File: src/rtl/apa102_stream_decoder.sv
// apa102_stream_decoder: oversampling decoder that turns an APA102 sclk/sdi stream into pixel records and refresh markers.
module apa102_stream_decoder #(
  parameter int MAX_PIXELS = 64,
  parameter int IDX_W      = 7
) (
  input  logic             clk,
  input  logic             reset,
  input  logic             sclk,
  input  logic             sdi,
  output logic             pix_valid,
  output logic [IDX_W-1:0] pix_index,
  output logic [4:0]       pix_bright,
  output logic [7:0]       pix_b,
  output logic [7:0]       pix_g,
  output logic [7:0]       pix_r,
  output logic             frame_done,
  output logic [IDX_W-1:0] frame_pixels,
  output logic             err,
  output logic             synced
);
  typedef enum logic [1:0] {S_HUNT, S_SYNC, S_LED, S_GAP} state_t;
  localparam logic [IDX_W-1:0] MAX_P = IDX_W'(MAX_PIXELS);
  logic sclk_s1_q, sclk_s1_d, sclk_s2_q, sclk_s2_d, sclk_d1_q, sclk_d1_d;
  logic sdi_s1_q, sdi_s1_d, sdi_s2_q, sdi_s2_d;
  logic fall_q, fall_d, bit_q, bit_d;
  state_t state_q, state_d;
  logic [4:0] zcnt_q, zcnt_d, bcnt_q, bcnt_d;
  logic [30:0] shift_q, shift_d;
  logic [IDX_W-1:0] pcnt_q, pcnt_d;
  logic pix_valid_q, pix_valid_d;
  logic [IDX_W-1:0] pix_index_q, pix_index_d;
  logic [28:0] pix_data_q, pix_data_d;
  logic frame_done_q, frame_done_d;
  logic [IDX_W-1:0] frame_pixels_q, frame_pixels_d;
  logic err_q, err_d;
  logic [31:0] word;
  assign word = {shift_q, bit_q};
  always_comb begin
    sclk_s1_d = sclk;
    sclk_s2_d = sclk_s1_q;
    sclk_d1_d = sclk_s2_q;
    sdi_s1_d = sdi;
    sdi_s2_d = sdi_s1_q;
    fall_d = sclk_d1_q & ~sclk_s2_q;
    bit_d = sdi_s2_q;
    state_d = state_q;
    zcnt_d = zcnt_q;
    bcnt_d = bcnt_q;
    shift_d = shift_q;
    pcnt_d = pcnt_q;
    pix_valid_d = 1'b0;
    pix_index_d = pix_index_q;
    pix_data_d = pix_data_q;
    frame_done_d = 1'b0;
    frame_pixels_d = frame_pixels_q;
    err_d = 1'b0;
    if (fall_q) begin
      case (state_q)
        S_HUNT: begin
          zcnt_d = bit_q ? 5'd0 : zcnt_q + 5'd1;
          state_d = (!bit_q && zcnt_q == 5'd31) ? S_SYNC : S_HUNT;
        end
        S_SYNC: begin
          shift_d = bit_q ? 31'd1 : shift_q;
          bcnt_d = bit_q ? 5'd1 : bcnt_q;
          state_d = bit_q ? S_LED : S_SYNC;
        end
        S_LED: begin
          shift_d = word[30:0];
          bcnt_d = bcnt_q + 5'd1;
          if (bcnt_q == 5'd31) begin
            zcnt_d = 5'd0;
            // a bad header and a pixel-count overflow are both framing errors
            if (word[31:29] != 3'b111 || pcnt_q == MAX_P) begin
              err_d = 1'b1;
              pcnt_d = '0;
              state_d = S_HUNT;
            end else begin
              pix_valid_d = 1'b1;
              pix_index_d = pcnt_q;
              pix_data_d = word[28:0];
              pcnt_d = pcnt_q + IDX_W'(1);
              state_d = S_GAP;
            end
          end
        end
        S_GAP: begin
          if (bit_q) begin
            shift_d = 31'd1;
            bcnt_d = 5'd1;
            zcnt_d = 5'd0;
            state_d = S_LED;
          end else if (zcnt_q == 5'd31) begin
            frame_done_d = 1'b1;
            frame_pixels_d = pcnt_q;
            pcnt_d = '0;
            zcnt_d = 5'd0;
            state_d = S_SYNC;
          end else begin
            zcnt_d = zcnt_q + 5'd1;
          end
        end
      endcase
    end
  end
  always_ff @(posedge clk) begin
    if (reset) begin
      sclk_s1_q <= 1'b0;
      sclk_s2_q <= 1'b0;
      sclk_d1_q <= 1'b0;
      sdi_s1_q <= 1'b0;
      sdi_s2_q <= 1'b0;
      fall_q <= 1'b0;
      bit_q <= 1'b0;
      state_q <= S_HUNT;
      zcnt_q <= '0;
      bcnt_q <= '0;
      shift_q <= '0;
      pcnt_q <= '0;
      pix_valid_q <= 1'b0;
      pix_index_q <= '0;
      pix_data_q <= '0;
      frame_done_q <= 1'b0;
      frame_pixels_q <= '0;
      err_q <= 1'b0;
    end else begin
      sclk_s1_q <= sclk_s1_d;
      sclk_s2_q <= sclk_s2_d;
      sclk_d1_q <= sclk_d1_d;
      sdi_s1_q <= sdi_s1_d;
      sdi_s2_q <= sdi_s2_d;
      fall_q <= fall_d;
      bit_q <= bit_d;
      state_q <= state_d;
      zcnt_q <= zcnt_d;
      bcnt_q <= bcnt_d;
      shift_q <= shift_d;
      pcnt_q <= pcnt_d;
      pix_valid_q <= pix_valid_d;
      pix_index_q <= pix_index_d;
      pix_data_q <= pix_data_d;
      frame_done_q <= frame_done_d;
      frame_pixels_q <= frame_pixels_d;
      err_q <= err_d;
    end
  end
  assign pix_valid = pix_valid_q;
  assign pix_index = pix_index_q;
  assign {pix_bright, pix_b, pix_g, pix_r} = pix_data_q;
  assign frame_done = frame_done_q;
  assign frame_pixels = frame_pixels_q;
  assign err = err_q;
  assign synced = state_q != S_HUNT;
endmodule
File: config.mk
export PLATFORM = sky130hd
export DESIGN_NAME = apa102_stream_decoder
export DESIGN_NICKNAME = d
export VERILOG_FILES = /design/src/rtl/apa102_stream_decoder.sv
export SDC_FILE = /design/constraint.sdc
export NUM_CORES = 1
export LEC_CHECK = 0
export BUFFER_PORTS_ARGS = -buffer_cell sky130_fd_sc_hd__buf_2
export CORE_UTILIZATION = 61
export DETAILED_ROUTE_END_ITERATION = 12
export GPL_TIMING_DRIVEN = 0
export MAX_ROUTING_LAYER = met4
export PLACE_DENSITY_LB_ADDON = 0.3
export SYNTH_ARGS = -nofsm -noshare
export SYNTH_HDL_FRONTEND = slang
export SYNTH_SLANG_ARGS = --single-unit
export TNS_END_PERCENT = 1
File: constraint.sdc
create_clock -name clk -period 6.1 [get_ports clk]
set_input_delay 1.525 -clock clk [delete_from_list [all_inputs] [get_ports clk]]
set_output_delay 1.525 -clock clk [all_outputs]
set_load 0.03 [all_outputs]
# [Word-level counts from Yosys, hierarchy flattened]
# Index checks and enable logic that the tools add are counted.
[totals] elab_cells=82 output_inout_bits=47 regBits=103 input_bits=4
[classes] add_sub_neg=3 eq_ne=12 bitwise=8 muxes=24 n_reduce_logical=17
[op_table] operator="$pmux W31 S2" n=1
[op_table] operator="$mux W31" n=1
[op_table] operator="$mux W7" n=4
[op_table] operator="$mux W5" n=5
[op_table] operator="$pmux W5 S3" n=1
[op_table] operator="$pmux W7 S2" n=1
[op_table] operator="$add A5 B1 Y5 const B" n=2
[op_table] operator="$eq A5 B5 Y1 const B" n=2
[op_table] operator="$mux W2" n=5
[op_table] operator="$pmux W5 S2" n=1
[op_table] operator="$reduce_and A3 Y1" n=3
[op_table] operator="$pmux W2 S4" n=1
[op_table] operator="$reduce_and A4 Y1" n=2
[op_table] operator="$reduce_or A4 Y1" n=2
[op_table] operator="$add A7 B1 Y7 const B" n=1
[op_table] operator="$eq A7 B7 Y1 const B" n=1
[op_table] operator="$not A1 Y1" n=7
[op_table] operator="$ne A2 B2 Y1 const B" n=3
[op_table] operator="$ne A3 B3 Y1 const B" n=2
[op_table] operator="$reduce_bool A2 Y1" n=3
[op_table] operator="$reduce_and A5 Y1" n=1
[op_table] operator="$eq A2 B2 Y1 const B" n=2
[op_table] operator="$mux W1" n=4
[op_table] operator="$reduce_bool A3 Y1" n=1
[op_table] operator="8 further kinds" n=8

# [Longest topological paths before layout]
# Gate-level depths: netlist (run 1).
[logic_depth] ltp_word=5 mapped_depth=9 ltp_nobuf=7

# [Worst setup path before layout (run 1)]
# Ideal clock, no wire load.
[synth_path] path_kind="flip-flop to output port" from="register state_q[0]" to="output synced" stages_incl_launch_ff=5 setup_slack_ns=3.475 arrival_time_ns=1.100 path_buffers=2 cell_sequence="dfxtp_1 > buf_6 > clkbuf_1 > inv_1 > nand2_1"
[synth_between] elab_chain_len=1
[synth_lines] item="from (decl)" line_no="26" text="state_t state_q, state_d;"
[synth_lines] item="from (signal assigned)" line_no="134" text="state_q <= state_d;"
[synth_lines] item="$reduce_bool A2 Y1" line_no="153" text="assign synced = state_q != S_HUNT;"
[synth_lines] item="to (decl)" line_no="19" text="output logic synced"
# Every way passes these cells.

# [Worst setup path after layout (run 1)]
# Same ends and word-level chain as after synthesis.

==> impl_metrics.csv, run 1 <==
group,metric,value,unit
route,post-route-drc-count,0,
setup_path,crit_fanout,10,
synth,synth_fp_nets,424,
sta,fin_worst_hold_slack,0.4224,ns
sta,finalSetupTns,0,ns
place,total_of_buffers_placed_on_input_and_output_ports,49,
sta,setup_ws_final,2.838,ns
synth,share_of_synthesized_registers_carrying_an_async_set_or_reset,0,
sta,grt_setup_unrepaired,"no",
global_routing,grt_max_degree,19,
floorplan,pin_count,51,
place,dp_worst_setup_slack,3.010,ns
finish,fillerInstances,483,
clocking,tritoncts,"yes",
sta,min_period,3.262,ns
pwr,vdd_drop_max,0.1719,mV
clocking,post_cts_resized,0,
route,first_iter_violations,176,
synth,synth.distinct_cells,47,
floorplan,fp-row-count,29,
synth,synth_top_flop_cell,"dfxtp_1",
route,detail_route.first_pass.iterations,4,
pwr,p_leak,1.776,nW
clocking,ctsHtreeMaxLevel,3,
clocking,cts_num_sinks,103,
finish,area_growth,13.72,%
global_routing,grt_first_pass_wirelength,13850,um
global_routing,grt_antenna_before_repair,0,
pwr,seq_power_share,0.591,
pwr,relative_contribution_of_the_clock_network_to_total_power,0.389,
sta,fin_skew,0.01377,ns
synth,synth_edf_count,0,
floorplan,die_width,83.46,um
clocking,cts_hold_buf,0,
setup_path,crit_required,4.58,ns
setup_path,critical_path.endpoint_type,"output port",
finish,layout_common_cells,"dfxtp_1 (103), nor2_1 (81), buf_2 (56)",
synth,synthesis.instances,413,
clocking,postCtsSetupRepairBufs,0,
synth,ys.warnings.count,0,
synth,syn-cell-area,0.004048,mm^2
global_routing,total_global_routing_track_utilization,0.2507,
pwr,power_switching_share,0.2247,
flow_run,count_of_max_cap_constraint_violations,0,
finish,final_net_count,484,
place,hpwlAfterDp,5606,um
clocking,clk_latency,0.36,ns
pwr,power_report.internal_total,0.8900,mW
clocking,clock_path_buffers,2,
run_status,status,"completed",
clocking,clk_transition_reported_paths,0.10,ns
sta,report.final.hold_viol_count,0,
finish,diodes,0,
global_routing,first_global_vias,3031,
sta,timing_max_transition_violations_final,0,
sta,worst-slew-pin-transition,0.5393,ns
route,via_count,3153,
pwr,power.density,249.4,mW/mm^2
setup_path,critPathLaunchType,"register",
clocking,cts_inserted_buffers,9,
floorplan,core-area,0.006386,mm^2
finish,most_common_cell_after_layout_fill_and_taps_aside,"dfxtp_1",
floorplan,die_area,0.006966,mm^2
setup_path,crit_type,"reg2out",
global_routing,gr-total-overflow,0,
finish,post_route_cells_drive_above_1_share,0.1820,
route,post_route_ant_nets,0,
clocking,clock_tree.root_cell,"clkbuf_8",
sta,max_freq,306.6,MHz
setup_path,crit_arrival,1.74,ns
pwr,fin_total_pwr,1.148,mW
route,drt-vias-per-instance,5.681,
synth,synth.ff_latch_count,103,
hold_path,min-delay-path-class,"reg2reg",
synth,avgSynthCellArea,9.801,um^2
route,totalWireLength,8021,um
sta,finalSetupViolations,0,
pwr,power_switching,0.2579,mW
pwr,p_comb_frac,0.020,
floorplan,chipHeight,83.46,um
sta,post-route-period-util,0.5347,
place,globalplace.congestion,0.8856,
sta,slew-limit-headroom,0.6401,
synth,synth-seq-area-share,0.5094,
floorplan,initial_core_util,0.6338,
route,post_drt_wl_per_cell,14.45,um
power by group through the flow:
stage / logic [mW] / registers (mW) / clock network, mW
after global routing: 0.0259 / 0.679 / 0.478
after detailed placement: 0.0235 / 0.694 / 0
final: 0.0231 / 0.678 / 0.447
after global placement: 0.0225 / 0.693 / 0
after floorplan: 0.0167 / 0.693 / 0
after CTS: 0.0234 / 0.678 / 0.455
flip-flops by register name, summed over array words and instances (netlist names), 2 cells and up:
signal        count
bcnt_q            5
frame_pixels      7
pcnt_q            7
pix_data_q       29
pix_index         7
shift_q          31
state_q           2
zcnt_q            5
metrics by stage:
step,instance area [um^2],instances,utilization
after global routing,4603,555,0.7208
after CTS,4603,555,0.7208
final,4603,555,0.7208
after global placement,4389,539,0.6873
after detailed placement,4389,539,0.6873
after floorplan,4048,413,-
cell usage after synthesis, types with 2 or more instances:
| master | n | share of area |
|---|---|---|
| nor3_1 | 3 | 0.0037 |
| nor2_1 | 81 | 0.075 |
| nand2b_1 | 4 | 0.0062 |
| clkbuf_1 | 12 | 0.011 |
| ha_1 | 7 | 0.022 |
| a21oi_1 | 19 | 0.023 |
| mux2_2 | 2 | 0.0056 |
| xnor2_1 | 5 | 0.011 |
| buf_2 | 7 | 0.0087 |
| nand3_1 | 8 | 0.0099 |
| buf_1 | 4 | 0.0037 |
| o31ai_1 | 2 | 0.0037 |
| dfxtp_1 | 103 | 0.51 |
| and3_1 | 3 | 0.0046 |
| a31oi_1 | 4 | 0.0062 |
| inv_1 | 8 | 0.0074 |
| o21ai_0 | 4 | 0.0049 |
| and2_1 | 3 | 0.0046 |
| a22oi_1 | 29 | 0.054 |
| nand2_1 | 14 | 0.013 |
| nand3b_1 | 3 | 0.0056 |
| nor2b_1 | 8 | 0.012 |
| nand4_1 | 6 | 0.0093 |
| mux2i_1 | 43 | 0.11 |
| buf_6 | 3 | 0.0083 |
| a211oi_1 | 5 | 0.0093 |
| buf_12 | 3 | 0.015 |
logic make-up after synthesis:
group,Yosys count,share of synthesized area
flops,103,0.5094
xor+xnor,5,0.01082
fa+ha+maj,7,0.02164
compound gates,71,0.1193
buf+inv,37,0.05409
simple gates,145,0.1728
mux,45,0.1119
path summary, 6_finish.rpt:
| path | from | end | slack, ns | depth (start not counted) |
|---|---|---|---|---|
| min | sclk_d1_d | fall_q | 0.42 | 1 |
| min reg2reg | sclk_d1_d | fall_q | 0.42 | 1 |
| max reg2reg | bcnt_q[0] | pix_data_q[28] | 3.69 | 9 |
| max | state_q[0] | synced | 2.84 | 5 |
area by class of cell:
cell class	count	area (um^2)	area share
buffer	29	188.9	0.04104
clock buffer	10	137.6	0.02990
sequential	103	2062	0.4479
tap	77	96.34	0.02093
clock inverter	6	76.32	0.01658
multi-input combinational	273	1767	0.3838
timing repair buffer	49	245.2	0.05328
inverter	8	30.03	0.006524
critical path, stage by stage, from the launching register on:
cell      delay, ns
dfxtp_1        0.36
buf_6          0.14
clkbuf_1       0.35
inv_1          0.23
nand2_1        0.11
buf_2          0.19
per-layer routing:
metal  track usage  vias up  share of wire
li1              -     1557              -
met3       0.03858       19          0.043
met2        0.4113       91           0.48
met1        0.3129     1486           0.46
met5             -        -              0
met4       0.09861        0          0.020
Note: power is estimated with default switching activity, not from simulation.
==> inputs of run 2 (changes only) <==
--- a/config.mk
+++ b/config.mk
@@ -6,7 +6,7 @@
 export NUM_CORES = 1
 export LEC_CHECK = 0
 export BUFFER_PORTS_ARGS = -buffer_cell sky130_fd_sc_hd__buf_2
-export CORE_UTILIZATION = 61
+export CORE_UTILIZATION = 57
 export DETAILED_ROUTE_END_ITERATION = 12
 export GPL_TIMING_DRIVEN = 0
 export MAX_ROUTING_LAYER = met4
==> constraint.sdc (replaced) <==
create_clock -name clk -period 3.3 [get_ports clk]
set_input_delay 0.825 -clock clk [delete_from_list [all_inputs] [get_ports clk]]
set_output_delay 0.825 -clock clk [all_outputs]
set_load 0.03 [all_outputs]
==> run 2 against run 1 <==
Effect of this change: via count shrank 0.48%; combinational power rose by 89%; clock skew decreased by 0.00065 ns; critical endpoint unchanged; core utilization decreased by 4.8 points; global-route usage shrank 1.1 points; clock power up 63%; critical path type unchanged; sequential share of layout area increased by 0.098 points; highest routed layer unchanged; design area is 0.22% lower; largest power group unchanged; critical path depth unchanged; routed wire length grew 0.26%; total power rose by 76%; setup slack worse by 2.1 ns.
==> impl_metrics.csv, run 2 (synthesis results as in run 1) <==
group,metric,value,unit
run_status,status,"completed",
finish,area_growth,13.48,%
sta,fin_worst_hold_slack,0.4268,ns
place,dp_worst_setup_slack,0.8318,ns
floorplan,die_area,0.007443,mm^2
finish,fillerInstances,565,
clocking,clock_path_buffers,2,
setup_path,crit_type,"reg2out",
clocking,cts_num_sinks,103,
finish,final_net_count,484,
clocking,ctsHtreeMaxLevel,3,
pwr,p_leak,1.752,nW
route,detail_route.first_pass.iterations,4,
global_routing,first_global_vias,2927,
global_routing,grt_max_degree,19,
hold_path,min-delay-path-class,"reg2reg",
route,drt-vias-per-instance,5.467,
sta,grt_setup_unrepaired,"no",
clocking,clk_latency,0.37,ns
floorplan,core-area,0.006832,mm^2
floorplan,initial_core_util,0.5925,
setup_path,cp_cell_sequence,"buf_6 -> clkbuf_1 -> inv_1 -> nand2_1 -> buf_2",
finish,reg_top3,"shift_q: 31 flops, pix_data_q: 29 flops",
clocking,tritoncts,"yes",
setup_path,crit_path_max_incr_delay,0.35,ns
global_routing,total_global_routing_track_utilization,0.2397,
sta,timing_max_transition_violations_final,0,
global_routing,gr-total-overflow,0,
clocking,postCtsSetupRepairBufs,0,
pwr,vdd_drop_max,0.2526,mV
sta,finalSetupViolations,0,
finish,post_route_cells_drive_above_1_share,0.1799,
route,via_count,3138,
global_routing,grt_antenna_before_repair,0,
finish,most_common_cell_after_layout_fill_and_taps_aside,"dfxtp_1",
finish,top_register,"shift_q",
floorplan,fp-row-count,30,
route,post_route_ant_nets,0,
sta,slew-limit-headroom,0.6113,
setup_path,slowest_stage,"dfxtp_1",
route,post-route-drc-count,0,
pwr,power.density,440.8,mW/mm^2
setup_path,critical_path.endpoint_type,"output port",
clocking,clock_tree.root_cell,"clkbuf_8",
finish,largest_reg_flops,31,
setup_path,critPathLaunchType,"register",
clocking,cts_hold_buf,0,
clocking,post_cts_resized,0,
setup_path,crit_arrival,1.72,ns
flow_run,count_of_max_cap_constraint_violations,0,
sta,fin_skew,0.01312,ns
setup_path,cpLargestDelayFamily,"buffers and inverters",
setup_path,crit_required,2.47,ns
route,first_iter_violations,220,
sta,report.final.hold_viol_count,0,
global_routing,grt_first_pass_wirelength,13560,um
sta,finalSetupTns,0,ns
route,totalWireLength,8042,um
sta,worst-slew-pin-transition,0.5831,ns
place,globalplace.congestion,0.8771,
floorplan,pin_count,51,
finish,layout_common_cells,"dfxtp_1 (103), nor2_1 (81), buf_2 (56)",
place,hpwlAfterDp,5525,um
place,total_of_buffers_placed_on_input_and_output_ports,49,
setup_path,cp_num_buf_inv,4,
sta,post-route-period-util,0.7718,
clocking,cts_inserted_buffers,9,
setup_path,crit_fanout,10,
sta,setup_ws_final,0.7532,ns
finish,diodes,0,
floorplan,chipHeight,86.27,um
clocking,clk_transition_reported_paths,0.10,ns
sta,min_period,2.547,ns
route,post_drt_wl_per_cell,14.01,um
sta,max_freq,392.7,MHz
floorplan,die_width,86.27,um
## run 2: changes by cell type in the layout (fill, tap and decap cells not counted)
| cell | before | now |
|---|---|---|
| clkinvlp_4 | 0 | 2 |
| clkbuf_1 | 12 | 13 |
| clkbuf_8 | 10 | 9 |
| inv_6 | 1 | 2 |
| bufinv_16 | 1 | 0 |
| clkinv_4 | 3 | 1 |
## run 2: layer usage
layer / part of all wire / global-route usage
met3: 0.039 / 0.04476
met5: 0 / -
met2: 0.47 / 0.3773
met1: 0.46 / 0.3004
met4: 0.026 / 0.1091
## run 2: layout make-up
class                      instances  area, um^2  share of cell area
buffer                            29       188.9             0.04113
clock buffer                      10       127.6             0.02779
clock inverter                     6       52.55             0.01144
inverter                           8       30.03            0.006538
multi-input combinational        273        1767              0.3846
sequential                       103        2062              0.4489
tap                               96       120.1             0.02615
timing repair buffer              49       245.2             0.05339
## run 2: report_power, final
group	leakage (nW)	total (mW)	internal, mW	switching [mW]
registers	0.831	1.25	1.25	0.00497
clock network	0.0854	0.728	0.287	0.441
logic	0.836	0.0436	0.0126	0.0310
## run 2: final timing paths
path,startpoint,endpoint,slack [ns],cells after the start
setup / recovery,state_q[0],synced,0.75,5
hold reg to reg,sclk_d1_d,fall_q,0.43,1
hold / removal,sclk_d1_d,fall_q,0.43,1
setup reg to reg,bcnt_q[0],pix_index[2],1.00,9
## run 2: worst reg2reg max path, cell delays in order, from the launching register on
cell and delay (ns):
dfxtp_1 0.37, ha_1 0.20, and3_1 0.18, ha_1 0.34, nand4b_4 0.15, a211oi_1 0.28
buf_6 0.23, buf_12 0.16, mux2i_1 0.21, nor2_1 0.05
## run 2: stage by stage
step                      cells  instance area, um^2  total power [mW]    util
after global routing        574                 4593             2.096  0.6723
after detailed placement    558                 4413             1.326  0.6460
after CTS                   574                 4593             2.044  0.6723
final                       574                 4593             2.025  0.6723
after floorplan             413                 4048             1.312       -
after global placement      558                 4413             1.324  0.6460
